$ cat src/rtl/sum_accum_pkg.sv
// Shared types and constants for the 4-bit-sum accumulator.
package sum_accum_pkg;

  localparam int IN_W       = 4;
  localparam int AW_DEFAULT = 8;

  localparam logic [1:0] ST_IDLE = 2'd0;
  localparam logic [1:0] ST_ACC  = 2'd1;
  localparam logic [1:0] ST_HOLD = 2'd2;

  typedef enum logic [1:0] {
    IDLE = ST_IDLE,
    ACC  = ST_ACC,
    HOLD = ST_HOLD
  } state_e;

endpackage

$ cat src/rtl/sum_accum4_acc_add.sv
// AW-bit unsigned adder with carry out, used for every accumulation step.
import sum_accum_pkg::*;

module acc_add #(
  parameter int AW = AW_DEFAULT
) (
  input  logic [AW-1:0] a,
  input  logic [AW-1:0] b,
  output logic [AW-1:0] sum,
  output logic          carry
);

  assign {carry, sum} = {1'b0, a} + {1'b0, b};

endmodule

$ cat src/rtl/sum_accum4.sv
// Accumulates NSAMP unsigned 4-bit sums into one AW-bit result with sticky overflow.
//   state | meaning
//   IDLE  | no sample taken; next transfer starts a new accumulation
//   ACC   | partial total held; more samples expected
//   HOLD  | result presented on out_*; input stalled until handoff
import sum_accum_pkg::*;

module sum_accum4 #(
  parameter int NSAMP = 4,
  parameter int AW    = AW_DEFAULT
) (
  input  logic            clk,
  input  logic            rst,
  input  logic            in_valid,
  output logic            in_ready,
  input  logic [IN_W-1:0] in_data,
  output logic            out_valid,
  input  logic            out_ready,
  output logic [AW-1:0]   out_sum,
  output logic            out_ovf,
  output logic            busy
);

  localparam int             CW       = $clog2(NSAMP + 1);
  localparam logic [CW-1:0]  CNT_LAST = CW'(NSAMP);

  state_e        state;
  logic [AW-1:0] acc;
  logic [CW-1:0] cnt;
  logic          ovf;

  logic          xfer;
  logic [AW-1:0] add_a;
  logic [AW-1:0] add_b;
  logic [AW-1:0] add_sum;
  logic          add_carry;
  logic [CW-1:0] cnt_nxt;

  assign in_ready = (state != HOLD);
  assign xfer     = in_valid & in_ready;

  // Starting from zero in IDLE lets one adder cover both load and accumulate.
  assign add_a   = (state == IDLE) ? '0 : acc;
  assign add_b   = AW'(in_data);
  assign cnt_nxt = (state == IDLE) ? CW'(1) : cnt + 1'b1;

  acc_add #(.AW(AW)) u_add (
    .a     (add_a),
    .b     (add_b),
    .sum   (add_sum),
    .carry (add_carry)
  );

  always_ff @(posedge clk) begin
    if (rst) begin
      state <= IDLE;
      acc   <= '0;
      cnt   <= '0;
      ovf   <= 1'b0;
    end else begin
      case (state)
        IDLE, ACC: begin
          if (xfer) begin
            acc   <= add_sum;
            cnt   <= cnt_nxt;
            ovf   <= (ovf & (state == ACC)) | add_carry;
            state <= (cnt_nxt == CNT_LAST) ? HOLD : ACC;
          end
        end
        HOLD: begin
          if (out_ready) state <= IDLE;
        end
        default: state <= IDLE;
      endcase
    end
  end

  assign out_valid = (state == HOLD);
  assign out_sum   = out_valid ? acc : '0;
  assign out_ovf   = out_valid & ovf;
  assign busy      = (state != IDLE);

endmodule

$ cat config.mk
export PLATFORM = sky130hd
export DESIGN_NAME = sum_accum4
export DESIGN_NICKNAME = d
export VERILOG_FILES = /design/src/rtl/sum_accum_pkg.sv /design/src/rtl/sum_accum4_acc_add.sv /design/src/rtl/sum_accum4.sv
export SDC_FILE = /design/constraint.sdc
export NUM_CORES = 1
export LEC_CHECK = 0
export CAP_MARGIN = 20
export CORE_ASPECT_RATIO = 1.5
export CORE_MARGIN = 1.5
export CORE_UTILIZATION = 44
export CTS_BUF_LIST = sky130_fd_sc_hd__clkbuf_16
export DETAILED_ROUTE_END_ITERATION = 6
export GPL_ROUTABILITY_DRIVEN = 1
export PLACE_DENSITY = 0.71
export REMOVE_ABC_BUFFERS = 1
export SETUP_SLACK_MARGIN = 0.05
export SLEW_MARGIN = 20
export SYNTH_ARGS = -nofsm -noshare
export SYNTH_HDL_FRONTEND = slang
export SYNTH_SLANG_ARGS = --single-unit
$ cat constraint.sdc
create_clock -name clk -period 2 [get_ports clk]
set_clock_uncertainty 0.2 [all_clocks]
set_input_delay 0.2 -clock clk [delete_from_list [all_inputs] [get_ports clk]]
set_output_delay 0.2 -clock clk [all_outputs]
set_load 0.005 [all_outputs]
==> summary.txt <==
Clocking
  • Worst-Skew Late Latency: 0.24 ns
  • CTS Buf Count: 3
  • CTS sink count: 14
  • Clk pin slew, worst setup/hold paths: 0.05 ns
  • Max Buffers Root-to-Sink: 2
  • Root Driver: clkbuf_16
  • H-tree depth: 1
  • CTS tree: done

Detailed routing
  • Final WL: 2.56 mm
  • Via count: ~1,000
  • First-pass DRT Iterations: 6
  • # DRC: 0
  • Detailed Route Iter0 Violations: 19
  • Final ANT Viol Nets: 0
  • Vias per cell: ~5.6
  • DR WL/cell: between 10 and 15 um

Placed design
  • I/O Buffers: 19
  • DP HPWL: 1.46 mm
  • Post-DP Area: between 1000 and 1500 sq um
  • Placer congestion estimate: 0.767

Floorplan
  • Die height: 57.6 um
  • Ports: 20
  • Core area: 1850 sq um
  • Die footprint: 2270 sq um
  • Die span in x: 39.4 um
  • Initial Util: 47.2%
  • Std cell rows: 19

Finish
  • Fillers: 134
  • Nets: 168
  • Area delta synth->final: 63.1%
  • Share of layout cells above drive strength 1: 37.5%
  • Most common cell after layout, fill and taps aside: buf_4
  • Ant diodes: 0
  • Design Area, Final: approximately 1400 sq um
  • Most frequent cells in the layout: buf_4 (17), dfxtp_1 (12), nor2_1 (10)

Setup path
  • CP top delay family: adder cells
  • FF-to-FF End: acc[6]
  • Crit Path Category: flip-flop to flip-flop
  • R2R cell count: 9
  • Setup slack, reg-to-reg: -0.16 ns
  • CP peak stage delay: 0.36 ns
  • Worst-path fanout max: 3
  • Buf/Inv on CP: 1
  • CP Launch Type: flip-flop
  • Reg-to-Reg Start: state[0]
  • Worst path slowest cell: fa_2
  • Worst setup EP type: flip-flop
  • Crit-path cells: nor2_4 -> nor2b_1 -> ha_2 -> inv_2 -> fa_2 -> nor2b_4 -> o21a_1 -> o211ai_1 -> mux2_2
  • Data arrival time of the critical path: 2.09 ns
  • Critical Path RT: just under 2 ns

Synthesis
  • Mapped Cells: 111
  • Cell area after synthesis: 875 sq um
  • Sequential fraction of the synthesis area: 32.0%
  • Synthesized area per cell: 7.88 sq um
  • Synth Register Bits: 14
  • Yosys warns: 0
  • Netlist cell types: 31

Run status
  • Failing checks: setup timing
  • Status: finished, violations left

STA
  • FMAX: 463 MHz
  • Period utilization: 108%
  • Final setup viols: 2
  • Hold_ws: 0.269 ns
  • Tmin final: about 2.2 ns
  • Slew HR: slightly above 60%
  • Slew Viols, Final: 0
  • RSZ-0062 raised after global routing: yes
  • Final WS setup: -0.160 ns
  • Worst-Margin Slew: 0.589 ns
  • Hold Fails Final Rpt: 0

Pwr
  • Total power: 0.000814 W
  • Peak VDD IR: between 0.4 and 0.5 mV
  • PD cells: 571 nW/um^2
  • P_leak: 0.636 nW

Global routing
  • GR Util All Layers: 24.2%
  • First-pass GRT wire length: 3.76 mm
  • Number of global-route vias before repair: 856
  • Initial antenna violation count: 0
  • Gr ovfl total: 0
  • Largest net degree at the start of global routing: 15

Hold path
  • Hold Crit Class: flip-flop to flip-flop
  • Endpoint, Worst Hold: acc[2]
  • Worst Min Path Start: acc[2]
  • Hold Path Cell Cnt: 2

Run
  • Number of max-cap violations: 0
-- worst max path at each step --
stage	startpoint	slack, ns	depth (start not counted)	endpoint
2_1_floorplan	state[0]	-0.21	9	acc[6]
3_3_place_gp	in_data[0]	-0.29	8	acc[6]
3_5_place_dp	in_data[0]	-0.34	8	acc[6]
4_1_cts	state[1]	-0.14	8	acc[6]
5_1_grt	state[0]	-0.24	9	acc[6]
6_report	state[0]	-0.16	9	acc[6]
-- sequential cells by signal (all words and copies together) (netlist names) --
register	cells
acc	8
cnt	3
ovf	1
state	2
-- synthesized netlist by cell type --
| master | count | area [sq um] |
|---|---|---|
| a2111oi_0 | 2 | 17.5 |
| a211oi_1 | 3 | 22.5 |
| a21o_1 | 3 | 22.5 |
| a21oi_1 | 8 | 40.0 |
| a22oi_1 | 1 | 7.51 |
| and2_1 | 9 | 56.3 |
| and3_1 | 1 | 6.26 |
| and4b_1 | 1 | 10.0 |
| buf_2 | 2 | 10.0 |
| clkbuf_1 | 2 | 7.51 |
| dfxtp_1 | 14 | 280 |
| fa_1 | 1 | 20.0 |
| ha_1 | 5 | 62.6 |
| inv_1 | 7 | 26.3 |
| inv_2 | 1 | 3.75 |
| mux2_2 | 2 | 22.5 |
| nand2_1 | 10 | 37.5 |
| nand2b_1 | 4 | 25.0 |
| nand3_1 | 4 | 20.0 |
| nand3b_1 | 1 | 7.51 |
| nand4_1 | 1 | 6.26 |
| nor2_1 | 10 | 37.5 |
| nor2_2 | 1 | 6.26 |
| nor2b_1 | 6 | 37.5 |
| o211ai_1 | 2 | 15.0 |
| o21a_1 | 1 | 7.51 |
| o21ai_0 | 3 | 15.0 |
| o21ai_1 | 3 | 15.0 |
| o311ai_1 | 1 | 8.76 |
| o41ai_1 | 1 | 8.76 |
| or3b_4 | 1 | 11.3 |
-- per-layer routing --
metal / global-route usage (%) / up-vias / part of all wire [%]
li1: - / 471 / -
met1: 29.5 / 472 / 40
met2: 37.9 / 21 / 54
met3: 4.67 / 9 / 2.6
met4: 13.3 / 0 / 2.8
met5: 0 / - / 0
-- worst reg2reg max path: stages (launching register included) --
cell and delay [ns]:
dfxtp_2 0.35, nor2_4 0.06, nor2b_1 0.13, ha_2 0.22, inv_2 0.04, fa_2 0.36, nor2b_4 0.13, o21a_1 0.16
o211ai_1 0.12, mux2_2 0.28
-- metrics by stage --
step           util (%)  std cells  setup WS [ns]  TNS (ns)
4_1_cts            71.1        171         -0.138    -0.227
5_1_grt            76.9        173         -0.238    -0.568
6_report           76.9        173         -0.160    -0.229
3_5_place_dp       63.2        160         -0.337     -1.40
3_3_place_gp       63.2        160         -0.291     -1.18
2_1_floorplan         -        107         -0.211    -0.328
-- cell type report --
| type | count | area, sq um | area share (%) |
|---|---|---|---|
| multi-input combinational | 85 | 649 | 45.5 |
| timing repair buffer | 41 | 353 | 24.7 |
| sequential | 14 | 283 | 19.8 |
| clock buffer | 3 | 75.1 | 5.26 |
| inverter | 8 | 32.5 | 2.28 |
| tap | 21 | 26.3 | 1.84 |
| timing repair inverter | 1 | 7.51 | 0.526 |
-- kinds of logic after synthesis --
kind of cell / after synthesis / synth area share (%)
muxes: 2 / 2.57
buffers and inverters: 12 / 5.44
DFF: 14 / 32.0
adders and majority gates: 6 / 9.44
and+or+nand+nor: 49 / 29.9
AOI/OAI and AO/OA: 28 / 20.6
-- repair_timing --
action,in CTS,in global routing
gates cloned,1,0
buffers inserted,7,3
resized for setup,44,23
pin swaps,7,16
hold buffers,0,0
endpoints found under the setup margin,16,9
-- where the power goes --
group          leakage (nW)  total [W]  switching [W]  internal (W)
Clock                0.0370   0.000378       0.000116      0.000262
Combinational         0.484   0.000137      0.0000627     0.0000743
Sequential            0.115   0.000299     0.00000873      0.000290
Note: power is estimated with default switching activity, not from simulation.
